===== config.mk =====
export PLATFORM = sky130hd
export DESIGN_NAME = seven_segment_scanner
export DESIGN_NICKNAME = d
export VERILOG_FILES = /design/src/rtl/seven_segment_scanner_pkg.sv /design/src/rtl/seven_segment_scanner_decoder.sv /design/src/rtl/seven_segment_scanner.sv
export SDC_FILE = /design/constraint.sdc
export NUM_CORES = 1
export LEC_CHECK = 0
export ABC_AREA = 1
export CORE_MARGIN = 3
export CORE_UTILIZATION = 55
export DETAILED_ROUTE_END_ITERATION = 8
export PLACE_DENSITY = 0.88
export SYNTH_ARGS = -nofsm -noshare
export SYNTH_HDL_FRONTEND = slang
export SYNTH_SLANG_ARGS = --single-unit
export TNS_END_PERCENT = 50

===== constraint.sdc =====
create_clock -name clk -period 3.35 [get_ports clk]
set_input_delay 0.8375 -clock clk [delete_from_list [all_inputs] [get_ports clk]]
set_output_delay 0.8375 -clock clk [all_outputs]
set_load 0.1 [all_outputs]

===== src/rtl/seven_segment_scanner_pkg.sv =====
// Shared constants and types for the seven-segment scanner.
//   SEG_BLANK : segment pattern with every segment dark (active-low bus).
//   AN_OFF    : widest digit-enable pattern with every digit off; slice to N_DIGITS.
//   BCD_BLANK : decoder input code that draws nothing (used for zero suppression).
//   state_t   : slot phase, ST_BLANK (dead-time) or ST_DRIVE (digit lit).
package seven_segment_scanner_pkg;

  localparam logic [6:0] SEG_BLANK = 7'b1111111;
  localparam logic [7:0] AN_OFF    = 8'hFF;
  localparam logic [3:0] BCD_BLANK = 4'hF;

  typedef enum logic {
    ST_BLANK = 1'b0,
    ST_DRIVE = 1'b1
  } state_t;

endpackage


===== src/rtl/seven_segment_scanner_decoder.sv =====
// BCD to seven-segment decoder for the common-anode display bank.
// Ports:
//   digit : 4-bit BCD code; 10..15 draw a blank digit.
//   seg   : segments g..a, active-low.
module seven_segment
  import seven_segment_scanner_pkg::*;
(
  input  logic [3:0] digit,
  output logic [6:0] seg
);

  // Code-to-segment lookup; anything outside 0..9 stays dark.
  always_comb begin
    seg = SEG_BLANK;
    case (digit)
      4'd0:    seg = 7'b1000000;
      4'd1:    seg = 7'b1111001;
      4'd2:    seg = 7'b0100100;
      4'd3:    seg = 7'b0110000;
      4'd4:    seg = 7'b0011001;
      4'd5:    seg = 7'b0010010;
      4'd6:    seg = 7'b0000010;
      4'd7:    seg = 7'b1111000;
      4'd8:    seg = 7'b0000000;
      4'd9:    seg = 7'b0010000;
      default: seg = SEG_BLANK;
    endcase
  end

endmodule


===== src/rtl/seven_segment_scanner.sv =====
// Time-multiplexed scanner for a common-anode seven-segment bank.
// Each digit gets a slot of REFRESH_DIV cycles; the first BLANK_CYC cycles of
// every slot are dead-time with all digits off. The displayed value is double
// buffered: loads land in a pending register and move to the shadow register
// only at the frame boundary (the edge on which the digit index wraps to 0).
// Ports:
//   clk        : system clock.
//   reset      : synchronous, active-high reset.
//   value_in   : BCD digits, digit 0 in bits [3:0] (rightmost).
//   load       : one-cycle strobe capturing value_in.
//   lz_en      : leading-zero suppression enable (level).
//   an         : digit enables, active-low, registered.
//   seg        : segments g..a, active-low, registered.
//   frame_tick : one-cycle pulse in the first cycle of every new frame.
module seven_segment_scanner
  import seven_segment_scanner_pkg::*;
#(
  parameter int N_DIGITS    = 4,
  parameter int REFRESH_DIV = 50000,
  parameter int BLANK_CYC   = 500
) (
  input  logic                    clk,
  input  logic                    reset,
  input  logic [4*N_DIGITS-1:0]   value_in,
  input  logic                    load,
  input  logic                    lz_en,
  output logic [N_DIGITS-1:0]     an,
  output logic [6:0]              seg,
  output logic                    frame_tick
);

  localparam int CNT_W = $clog2(REFRESH_DIV);
  localparam int IDX_W = (N_DIGITS > 1) ? $clog2(N_DIGITS) : 1;

  localparam logic [CNT_W-1:0]    CNT_LAST       = CNT_W'(REFRESH_DIV - 1);
  localparam logic [CNT_W-1:0]    CNT_BLANK_LAST = CNT_W'(BLANK_CYC - 1);
  localparam logic [IDX_W-1:0]    IDX_LAST       = IDX_W'(N_DIGITS - 1);
  localparam logic [N_DIGITS-1:0] AN_ALL_OFF     = AN_OFF[N_DIGITS-1:0];

  state_t                  state_r;
  logic [CNT_W-1:0]        cnt_r;
  logic [IDX_W-1:0]        idx_r;
  logic [4*N_DIGITS-1:0]   shadow_r;
  logic [4*N_DIGITS-1:0]   pending_r;
  logic                    pending_valid_r;
  logic [N_DIGITS-1:0]     an_r;
  logic [6:0]              seg_r;
  logic                    frame_tick_r;

  state_t                  state_next_s;
  logic [CNT_W-1:0]        cnt_next_s;
  logic [IDX_W-1:0]        idx_next_s;
  logic [4*N_DIGITS-1:0]   shadow_next_s;
  logic [4*N_DIGITS-1:0]   pending_next_s;
  logic                    pending_valid_next_s;
  logic                    frame_wrap_s;
  logic [N_DIGITS-1:0]     supp_s;
  logic [3:0]              digit_sel_s;
  logic [3:0]              dec_in_s;
  logic [6:0]              dec_seg_s;
  logic [N_DIGITS-1:0]     an_next_s;
  logic [6:0]              seg_next_s;

  // Slot counter, digit index and dead-time/drive phase transitions.
  always_comb begin
    cnt_next_s   = cnt_r;
    idx_next_s   = idx_r;
    frame_wrap_s = 1'b0;
    state_next_s = state_r;
    if (cnt_r == CNT_LAST) begin
      cnt_next_s = '0;
      if (idx_r == IDX_LAST) begin
        idx_next_s   = '0;
        frame_wrap_s = 1'b1;
      end else begin
        idx_next_s = idx_r + IDX_W'(1);
      end
    end else begin
      cnt_next_s = cnt_r + CNT_W'(1);
    end
    case (state_r)
      ST_BLANK: begin
        if (cnt_r == CNT_BLANK_LAST) begin
          state_next_s = ST_DRIVE;
        end else begin
          state_next_s = ST_BLANK;
        end
      end
      ST_DRIVE: begin
        if (cnt_r == CNT_LAST) begin
          state_next_s = ST_BLANK;
        end else begin
          state_next_s = ST_DRIVE;
        end
      end
      default: state_next_s = ST_BLANK;
    endcase
  end

  // Double buffer: a load on the boundary cycle goes straight to shadow,
  // otherwise it waits in pending (last load wins) until the next boundary.
  always_comb begin
    shadow_next_s        = shadow_r;
    pending_next_s       = pending_r;
    pending_valid_next_s = pending_valid_r;
    if (frame_wrap_s) begin
      if (load) begin
        shadow_next_s        = value_in;
        pending_valid_next_s = 1'b0;
      end else if (pending_valid_r) begin
        shadow_next_s        = pending_r;
        pending_valid_next_s = 1'b0;
      end else begin
        shadow_next_s = shadow_r;
      end
    end else begin
      if (load) begin
        pending_next_s       = value_in;
        pending_valid_next_s = 1'b1;
      end else begin
        pending_next_s = pending_r;
      end
    end
  end

  // Leading-zero suppression: blank zeros from the top digit down until the
  // first non-zero code; digit 0 is never suppressed.
  always_comb begin : lz_blk
    logic lead_v;
    supp_s = '0;
    lead_v = lz_en;
    for (int i = N_DIGITS - 1; i >= 1; i--) begin
      if (lead_v && (shadow_next_s[4*i +: 4] == 4'h0)) begin
        supp_s[i] = 1'b1;
      end else begin
        lead_v = 1'b0;
      end
    end
  end

  // Outputs are computed from next-state values so they change on the same
  // edge as the phase/index that selects them.
  always_comb begin
    digit_sel_s = shadow_next_s[{idx_next_s, 2'b00} +: 4];
    dec_in_s    = digit_sel_s;
    an_next_s   = AN_ALL_OFF;
    seg_next_s  = SEG_BLANK;
    if (supp_s[idx_next_s]) begin
      dec_in_s = BCD_BLANK;
    end else begin
      dec_in_s = digit_sel_s;
    end
    if (state_next_s == ST_DRIVE) begin
      an_next_s  = ~(N_DIGITS'(1) << idx_next_s);
      seg_next_s = dec_seg_s;
    end else begin
      an_next_s  = AN_ALL_OFF;
      seg_next_s = SEG_BLANK;
    end
  end

  seven_segment u_decoder (
    .digit (dec_in_s),
    .seg   (dec_seg_s)
  );

  // State and output registers with synchronous reset.
  always_ff @(posedge clk) begin
    if (reset) begin
      state_r         <= ST_BLANK;
      cnt_r           <= '0;
      idx_r           <= '0;
      shadow_r        <= '0;
      pending_r       <= '0;
      pending_valid_r <= 1'b0;
      an_r            <= AN_ALL_OFF;
      seg_r           <= SEG_BLANK;
      frame_tick_r    <= 1'b0;
    end else begin
      state_r         <= state_next_s;
      cnt_r           <= cnt_next_s;
      idx_r           <= idx_next_s;
      shadow_r        <= shadow_next_s;
      pending_r       <= pending_next_s;
      pending_valid_r <= pending_valid_next_s;
      an_r            <= an_next_s;
      seg_r           <= seg_next_s;
      frame_tick_r    <= frame_wrap_s;
    end
  end

  assign an         = an_r;
  assign seg        = seg_r;
  assign frame_tick = frame_tick_r;

endmodule

==> run metrics <==
register area=1280 sq um; via density per instance=5.27; Critical Path End Type=register; Synth cell types=32; synth warn=0; DP Wirelength=5.29 mm; leakage power=roughly 1.7 nW; cell taking the most area after synthesis=dfxtp_1; Setup Total Neg Slack=0 ns; Worst Path Arrival=between 3 and 4 ns; first-pass GRT wire length=~12 mm; synthesis-to-layout area growth=15.9%; worst reg2reg path depth=18; Initial DRC Count=157; largest stage delay on the critical path=0.41 ns; slowest cell on the critical path=clkdlybuf4s50_1; first drt pass iteration count=5; post-route ant nets=0; Post-synth EDFFs=0; status=finished clean; Hold Path Depth=2; Longest Clk Path Bufs=2; # fillers=490; CTS tree=yes; synth top area cells=dfxtp_1 39%, nand2_1 19%, nor2_1 6.1%; syn avg cell area=6.70 sq um; CP required=3.58 ns; Reg-to-Reg Start=pending_valid_r; r2r endpoint=seg[3]; RSZ-0062 raised after global routing=false; Mapped Area=3280 sq um; total routed wirelength=7.23 mm; Avg WL per Cell=12.1 um; register area share after synthesis=0.391; family with the most delay on the worst path=simple AND/OR/NAND/NOR gates; vias in the first global route=2,849; all-layer global routing usage=0.218; kind of critical path=in -> reg; Cell Chain, Critical Path=clkdlybuf4s50_1 > inv_1 > nand2_1 > o22ai_1 > nand4_1 > nand2_1 > nand3_1 > nand2_1 > nand3_4 > nand2_1 > inv_1 > ha_1 > inv_1 > nor2_1 > nor2_1 > nand2_1; flop and latch count out of synthesis=64; Clk pin slew, worst setup/hold paths=0.06 ns; Core Region=5640 sq um; Min-Delay Path Class=reg -> reg; die width=83.2 um; top_reg_cell synth=dfxtp_1; diode count=0; Synth async-reset ratio=0; post-cts resize count=0; CTS root buffer=clkbuf_8; worst hold slack=0.449 ns; Period minus WS final=2.88 ns; die height=83.2 um; I/O Pins=32; final hold vios=0; commonest cells in the netlist=169 x nand2_1, 64 x dfxtp_1, 53 x nor2_1; fin. max-slew vios=0; pin count of the biggest net entering global routing=27; Setup Skew=0.0101 ns; gate count after technology mapping=just under 500; Slew headroom=0.535; Num CTS Buffers=9; PortBufs=31; final setup fails=0; antenna violations before repair=0; Worst Hold Launch=pending_r[10]; final RePlAce weighted congestion=approximately 0.85; area occupied by multi-input gates=1740 sq um; clock sinks=64; CTS Hold Bufs=0; Peak Freq=roughly 0.35 GHz; most common cell in the netlist=nand2_1; die footprint=6920 sq um; share of layout cells above drive strength 1=0.111; post-synth top area share=0.391; Critical Path Most Common Cell=nand2_1; worst skew pair latency=approximately 0.35 ns; pwr dens=417 nW/um^2; Critical Path Fanout Max=13; setup bufs post-CTS=0; final period utilization=0.861; Inst Count DP=581; CP startpoint kind=input port; Starting Density=0.581; layout net count=545; Rows=27; worst-margin pin slew=0.696 ns; Remaining Overflow, GRT=0; htree depth=3; post-synthesis net count=between 500 and 600; non-filler instance count after layout=just under 600; R2R Setup Slk=0.53 ns; DR vias=between 3,000 and 4,000; Buf/Inv on CP=4; drt drc=0; VDD IR max=0.239 mV; hold endpoint=pending_r[10]; # Max-Cap Violations=0
## metal layers
layer,up-vias,global-route usage,routed length [um]
met5,-,0,0
met4,0,0.0892,113
met3,11,0.0526,455
met2,103,0.360,3340
met1,1407,0.272,3320
li1,1617,-,-
## through the flow
stage,instance area (sq um),util,power (W),setup slack [ns]
2_1_floorplan,3280,-,0.000864,0.592
3_3_place_gp,3600,0.637,0.000902,0.227
3_5_place_dp,3600,0.637,0.000905,0.144
4_1_cts,3800,0.673,0.00159,0.490
5_1_grt,3800,0.673,0.00165,0.204
6_report,3800,0.673,0.00158,0.467
## cell families after synthesis
group | count (synthesis) | share of synthesized area
xor gates and xnor gates | 2 | 0.00535
adders and majority gates | 5 | 0.0191
and+or+nand+nor | 280 | 0.381
DFF | 64 | 0.391
buffers and inverters | 62 | 0.0775
AOI/OAI and AO/OA | 76 | 0.126
## placed cells by master (no fill, tap or decap), drive strengths merged
master	instances
a211oi	1
a21o	1
a21oi	34
a32oi	1
buf	15
bufinv	2
clkbuf	11
clkdlybuf4s50	19
clkinv	6
dfxtp	64
ha	5
inv	44
nand2	176
nand3	26
nand4	5
nor2	65
nor3	3
nor3b	2
nor4	3
o21a	1
o21ai	37
o22ai	1
xor2	2
## worst reg2reg max path, delay by kind of cell (launching register included)
| kind | cells | cell delay (ns) |
|---|---|---|
| AOI/OAI and AO/OA | 1 | 0.10 |
| buffers and inverters | 3 | 0.55 |
| DFF | 1 | 0.51 |
| adders and majority gates | 1 | 0.29 |
| and+or+nand+nor | 13 | 1.27 |
## power breakdown
| group | switching (W) | internal [W] |
|---|---|---|
| logic | 0.0000584 | 0.0000431 |
| registers | 0.00000991 | 0.000778 |
| clock network | 0.000282 | 0.000413 |
## how the worst max path moves through the flow
stage,start,endpoint,slack (ns),cells past startpoint
6_report,load,seg[3],0.47,16
5_1_grt,load,seg[3],0.20,14
4_1_cts,load,seg[3],0.49,16
3_5_place_dp,load,seg[3],0.14,16
2_1_floorplan,load,seg[3],0.59,17
3_3_place_gp,load,seg[3],0.23,16
## sequential cells by signal (all words and copies together), names as in the netlist, 2 cells and up
register   cells
pending_r     16
shadow_r      16
seg            7
idx_r          2
an             4
cnt_r         16
## cell type report
class,instances,share of cell area
Sequential cell,64,0.337
Inverter,48,0.0474
Clock inverter,4,0.0185
Timing Repair Buffer,34,0.0797
Tap cell,72,0.0237
Clock buffer,11,0.0346
Multi-Input combinational cell,363,0.459
Power figures use the tool's default switching activity.
